==> src/rtl/clawgame_pkg.sv <==
// Shared claw-game constants, FSM encodings and small helpers.
package clawgame_pkg;

    localparam int unsigned CLK_HZ                 = 100_000_000;
    localparam int unsigned SCORE_W                = 16;

    localparam int unsigned PD_DEBOUNCE_CYCLES_DEF = 500_000;
    localparam int unsigned PD_HOLDOFF_CYCLES_DEF  = 5_000_000;
    localparam int unsigned PD_STUCK_CYCLES_DEF    = 200_000_000;
    localparam int unsigned PD_CNT_W               = 28;
    localparam int unsigned PD_DROP_W              = 16;

    typedef enum logic [2:0] {
        PD_IDLE,
        PD_QUAL,
        PD_BLOCKED,
        PD_CLEAR_QUAL,
        PD_HOLDOFF,
        PD_FAULT
    } pd_state_e;

    function automatic logic [PD_DROP_W-1:0] sat_inc_drop(input logic [PD_DROP_W-1:0] v);
        return (v == '1) ? v : v + 1'b1;
    endfunction

endpackage

==> src/rtl/prize_detector_if.sv <==
// Sensor-side inputs and scoring outputs of the prize detector.
interface prize_detector_if;
    import clawgame_pkg::*;

    logic                 sensor_raw;
    logic                 game_active;
    logic                 score_increment;
    logic [PD_DROP_W-1:0] drop_count;
    logic                 sensor_fault;

    modport master (
        output sensor_raw,
        output game_active,
        input  score_increment,
        input  drop_count,
        input  sensor_fault
    );

    modport slave (
        input  sensor_raw,
        input  game_active,
        output score_increment,
        output drop_count,
        output sensor_fault
    );

endinterface

==> src/rtl/bit_synchronizer.sv <==
// Two-flop synchronizer for a single asynchronous bit; clears to 0 on reset.
module bit_synchronizer (
    input  logic clock,
    input  logic reset,
    input  logic d_i,
    output logic q_o
);

    logic meta_q;
    logic sync_q;

    always_ff @(posedge clock) begin
        if (!reset) begin
            meta_q <= 1'b0;
            sync_q <= 1'b0;
        end else begin
            meta_q <= d_i;
            sync_q <= meta_q;
        end
    end

    assign q_o = sync_q;

endmodule

==> src/rtl/prize_detector.sv <==
// Debounced chute beam-break detector: qualifies drops, scores them while a
// round is active, and flags a beam that stays blocked too long.
module prize_detector
    import clawgame_pkg::*;
#(
    parameter int unsigned DEBOUNCE_CYCLES = PD_DEBOUNCE_CYCLES_DEF,
    parameter int unsigned HOLDOFF_CYCLES  = PD_HOLDOFF_CYCLES_DEF,
    parameter int unsigned STUCK_CYCLES    = PD_STUCK_CYCLES_DEF
) (
    input  logic            clock,
    input  logic            reset,
    prize_detector_if.slave pd
);

    localparam logic [PD_CNT_W-1:0] DEB_LAST   = PD_CNT_W'(DEBOUNCE_CYCLES - 1);
    localparam logic [PD_CNT_W-1:0] HOLD_LAST  = PD_CNT_W'(HOLDOFF_CYCLES - 1);
    localparam logic [PD_CNT_W-1:0] STUCK_LAST = PD_CNT_W'(STUCK_CYCLES - 1);

    logic                 s;
    pd_state_e            state_q, state_d;
    logic [PD_CNT_W-1:0]  cnt_q, cnt_d;
    logic [PD_DROP_W-1:0] drop_q, drop_d;
    logic                 score_q, score_d;
    logic                 qualify;

    bit_synchronizer u_sync (
        .clock (clock),
        .reset (reset),
        .d_i   (pd.sensor_raw),
        .q_o   (s)
    );

    always_ff @(posedge clock) begin
        if (!reset) begin
            state_q <= PD_IDLE;
            cnt_q   <= '0;
            drop_q  <= '0;
            score_q <= 1'b0;
        end else begin
            state_q <= state_d;
            cnt_q   <= cnt_d;
            drop_q  <= drop_d;
            score_q <= score_d;
        end
    end

    // Each timed state leaves as soon as its condition breaks, so the shared
    // counter only ever measures the current uninterrupted run.
    always_comb begin
        state_d = state_q;
        cnt_d   = cnt_q + 1'b1;
        unique case (state_q)
            PD_IDLE: begin
                cnt_d = '0;
                if (s) state_d = PD_QUAL;
            end
            PD_QUAL: begin
                if (!s)                   state_d = PD_IDLE;
                else if (cnt_q == DEB_LAST) state_d = PD_BLOCKED;
            end
            PD_BLOCKED: begin
                if (!s)                     state_d = PD_CLEAR_QUAL;
                else if (cnt_q == STUCK_LAST) state_d = PD_FAULT;
            end
            PD_CLEAR_QUAL: begin
                if (s)                    state_d = PD_BLOCKED;
                else if (cnt_q == DEB_LAST) state_d = PD_HOLDOFF;
            end
            PD_HOLDOFF: begin
                if (cnt_q == HOLD_LAST) state_d = PD_IDLE;
            end
            PD_FAULT: begin
                if (s)                    cnt_d   = '0;
                else if (cnt_q == DEB_LAST) state_d = PD_HOLDOFF;
            end
            default: state_d = PD_IDLE;
        endcase
        if (state_d != state_q) cnt_d = '0;
    end

    always_comb begin
        qualify = (state_q == PD_QUAL) && (state_d == PD_BLOCKED);
        drop_d  = qualify ? sat_inc_drop(drop_q) : drop_q;
        score_d = qualify && pd.game_active;
    end

    assign pd.score_increment = score_q;
    assign pd.drop_count      = drop_q;
    assign pd.sensor_fault    = (state_q == PD_FAULT);

endmodule
==> src/flat_wrapper.sv <==
// flat-port wrapper written by rule: the top's interface ports become plain ports
module prize_detector_flat import clawgame_pkg::*;
#(
    parameter int unsigned DEBOUNCE_CYCLES = PD_DEBOUNCE_CYCLES_DEF,
    parameter int unsigned HOLDOFF_CYCLES  = PD_HOLDOFF_CYCLES_DEF,
    parameter int unsigned STUCK_CYCLES    = PD_STUCK_CYCLES_DEF
)
  (clock, reset, pd_sensor_raw, pd_game_active, pd_score_increment, pd_drop_count, pd_sensor_fault);
  prize_detector_if pd_i ();
  input  logic clock;
  input  logic reset;
  input wire logic [$bits(pd_i.sensor_raw)-1:0] pd_sensor_raw;
  input wire logic [$bits(pd_i.game_active)-1:0] pd_game_active;
  output wire logic [$bits(pd_i.score_increment)-1:0] pd_score_increment;
  output wire logic [$bits(pd_i.drop_count)-1:0] pd_drop_count;
  output wire logic [$bits(pd_i.sensor_fault)-1:0] pd_sensor_fault;
  assign pd_i.sensor_raw = pd_sensor_raw;
  assign pd_i.game_active = pd_game_active;
  assign pd_score_increment = pd_i.score_increment;
  assign pd_drop_count = pd_i.drop_count;
  assign pd_sensor_fault = pd_i.sensor_fault;
  prize_detector #(.DEBOUNCE_CYCLES(DEBOUNCE_CYCLES), .HOLDOFF_CYCLES(HOLDOFF_CYCLES), .STUCK_CYCLES(STUCK_CYCLES)) u_core (.clock(clock), .reset(reset), .pd(pd_i));
endmodule
==> config.mk <==
export PLATFORM = sky130hd
export DESIGN_NAME = prize_detector_flat
export DESIGN_NICKNAME = d
export VERILOG_FILES = /design/src/rtl/clawgame_pkg.sv /design/src/rtl/prize_detector_if.sv /design/src/rtl/bit_synchronizer.sv /design/src/rtl/prize_detector.sv /design/src/flat_wrapper.sv
export SDC_FILE = /design/constraint.sdc
export NUM_CORES = 1
export LEC_CHECK = 0
export CAP_MARGIN = 20
export CORE_MARGIN = 3
export CORE_UTILIZATION = 40
export CTS_BUF_LIST = sky130_fd_sc_hd__clkbuf_16
export CTS_CLUSTER_DIAMETER = 150
export DETAILED_ROUTE_END_ITERATION = 7
export PLACE_DENSITY = 0.62
export SYNTH_ARGS = -nofsm -noshare
export SYNTH_HDL_FRONTEND = slang
export SYNTH_SLANG_ARGS = --single-unit
==> constraint.sdc <==
create_clock -name clock -period 7.9 [get_ports clock]
set_clock_uncertainty 0.2 [all_clocks]
set_input_delay 1.185 -clock clock [delete_from_list [all_inputs] [get_ports clock]]
set_output_delay 1.185 -clock clock [all_outputs]
set_load 0.05 [all_outputs]
==> flow_summary_export.csv <==
group,metric,value,unit
cts,clk_pin_slew_worst_paths,0.06,ns
timing,setup_viol,0,
yosys,synth_fp_nets,308,
yosys,synth.area.top_cells,"dfxtp_1 (38%), nor4_1 (7.6%), xor2_1 (6.7%), nand3_1 (4.2%), nand4_1 (3.6%)",
yosys,ys.flop_type,"dfxtp_1",
final_layout,layout.nets,323,
placed_design,preCtsSetupSlack,4.72,ns
global_route,grt_max_degree,29,
timing,worst_pin_slew,0.991,ns
detailed_routing,wl_per_cell,14.9,um
cts,htreeDepth,2,
final_layout,mostFrequentLayoutCell,"dfxtp_1",
cts,cts_resized,0,
power_and_ir_drop,cellLeakagePower,0.000890,uW
yosys,synth_cell_types,50,
timing,fmax,299,MHz
timing,rsz0062_at_grt,"false",
yosys,synth_top_area_cell,"dfxtp_1",
yosys,ys_warn_count,0,
timing,min_period,3.35,ns
placed_design,dp_hpwl,3930,um
floorplan,die-area,7580,sq um
timing,relSlewSlack,0.333,
cts,clock_path_buffers,2,
detailed_routing,totalWireLength,5860,um
worst_setup_path,required,6.51,ns
yosys,netlist_instances,302,
timing,period_share,0.424,
timing,fin_setup_tns,0,ns
global_route,grt_pass1_wl,9890,um
floorplan,die_y,87.1,um
power_and_ir_drop,power,467,uW
yosys,synth_area,2630,sq um
status,outcome,"completed",
detailed_routing,drtPass1Iterations,4,
final_layout,final_cell_mix,"dfxtp_1 (50), nor4_1 (32), nand3_1 (22), nand2_1 (21), clkdlybuf4s50_1 (21)",
global_route,grt_pass1_vias,2106,
global_route,track_usage,0.159,
placed_design,port_buffers,21,
worst_setup_path,cp-startpoint,"u_core.state_q[0]",
timing,hold_viol,0,
floorplan,die_w,87.1,um
hold_path,hold_path_class,"reg -> reg",
cts,postCtsSetupBuffers,0,
run,cap_violations,0,
cts,postCtsHoldBufs,0,
global_route,antenna_found_initial,0,
cts,clk-insertion-delay-late,0.28,ns
final_layout,nFillCells,574,
timing,fin_ws,4.55,ns
floorplan,num_io_pins,22,
yosys,yosys.area.top_type_share,0.381,
timing,maxSlewViolCount,0,
detailed_routing,drt-initial-drc-count,163,
detailed_routing,vias,2335,
final_layout,antenna_cells,0,
hold_path,hold_start,"u_core.u_sync.meta_q",
yosys,synth-seq-cells,50,
placed_design,place_congestion,0.819,
worst_setup_path,cp-start-kind,"register",
yosys,async_flop_share,0,
floorplan,core,6130,sq um
worst_setup_path,crit_type,"reg -> out",
worst_setup_path,crit_arrival,1.96,ns
detailed_routing,ant_nets,0,
global_route,grt.overflow.total,0,
final_layout,drive_above_1_share,0.0662,
yosys,yosysSeqAreaShare,0.381,
yosys,synth-edff-count,0,
cts,clkSinkCount,50,
power_and_ir_drop,p_per_area,155,nW/um^2
cts,cts_tree,"done",
detailed_routing,drc,0,
yosys,synth_area_per_cell,8.70,sq um
worst_setup_path,worstReg2RegStart,"u_core.cnt_q[4]",
worst_setup_path,endpoint_kind,"primary output",
floorplan,rows,28,
cts,cts_made_buffers,5,
worst_setup_path,critPathMaxFanout,8,
final_layout,area_growth,14.5,%
detailed_routing,viasPerCell,5.96,
power_and_ir_drop,vdd_drop_max,0.0834,mV
floorplan,start_util,0.429,
cts,clock-root-buffer,"clkbuf_16",
routing by layer:
| metal | up-vias | wire length [um] | GRT usage |
|---|---|---|---|
| li1 | 1189 | - | - |
| met1 | 1097 | 2860 | 0.224 |
| met2 | 45 | 2680 | 0.247 |
| met5 | - | 0 | 0 |
| met3 | 4 | 271 | 0.0293 |
| met4 | 0 | 42 | 0.0425 |
sequential cells by signal, indices dropped and copies added, names as in the netlist:
register                   cells
u_core.cnt_q                  28
u_core.pd.drop_count          16
u_core.state_q                 3
u_core.pd.score_increment      1
u_core.u_sync.meta_q           1
u_core.u_sync.q_o              1
cells in the mapped netlist (2+ instances only):
cell and number:
a211oi_1 2, a21o_1 2, a21oi_1 18, a31oi_1 2, and2_1 2, and3_1 6, and4_1 2, buf_2 2
buf_6 3, clkbuf_1 12, dfxtp_1 50, ha_1 2, inv_1 9, nand2_1 21, nand2b_1 5, nand3_1 22
nand4_1 15, nor2_1 10, nor3_1 4, nor4_1 32, nor4b_1 2, o21ai_0 3, o311ai_0 2, o31ai_1 12
or3_1 4, or4_1 10, xnor2_1 6, xor2_1 20
power by group:
part / leakage [uW] / internal [uW] / total (uW) / switching [uW]
logic: 0.000417 / 3.52 / 10.4 / 6.93
registers: 0.000403 / 253 / 254 / 1.25
clock network: 0.0000694 / 114 / 202 / 88.0
total: 0.000890 / 371 / 467 / 96.1
stage by stage:
stage / std cells / cell area [sq um] / utilization / hold slack [ns]
after floorplan: 302 / 2630 / - / 0.212
after global routing: 392 / 3010 / 0.491 / 0.272
after CTS: 392 / 3010 / 0.491 / 0.249
after detailed placement: 385 / 2880 / 0.469 / 0.235
after global placement: 384 / 2870 / 0.468 / 0.232
final: 392 / 3010 / 0.491 / 0.247
final cells by class:
class | instances | area [sq um] | area share
flip-flops and latches | 50 | 1000 | 0.333
inverters | 9 | 33.8 | 0.0112
clock buffers | 5 | 125 | 0.0416
well taps | 75 | 93.8 | 0.0312
clock inverters | 2 | 10.0 | 0.00333
multi-input cells | 226 | 1510 | 0.501
repair buffers | 25 | 238 | 0.0790
path summary, 6_finish.rpt:
path / depth (start not counted) / slack, ns / to
worst max register to register: 5 / 4.92 / u_core.pd.drop_count[9]
worst min-delay path: 1 / 0.25 / u_core.u_sync.q_o
worst min register to register: 1 / 0.25 / u_core.u_sync.q_o
worst max-delay path: 3 / 4.55 / pd_sensor_fault
logic make-up after synthesis:
kind of cell / after synthesis / synth area share
compound gates: 49 / 0.129
fa+ha+maj: 2 / 0.00952
xor+xnor: 26 / 0.0866
buf+inv: 26 / 0.0466
mux: 1 / 0.00381
simple gates: 148 / 0.344
flops: 50 / 0.381
critical path: stages, from the launching register on:
cell and delay (ns):
dfxtp_1 0.48, inv_1 0.16, nor3_1 0.22, clkdlybuf4s50_1 0.83
No activity file was read; power rests on OpenSTA's default activity.
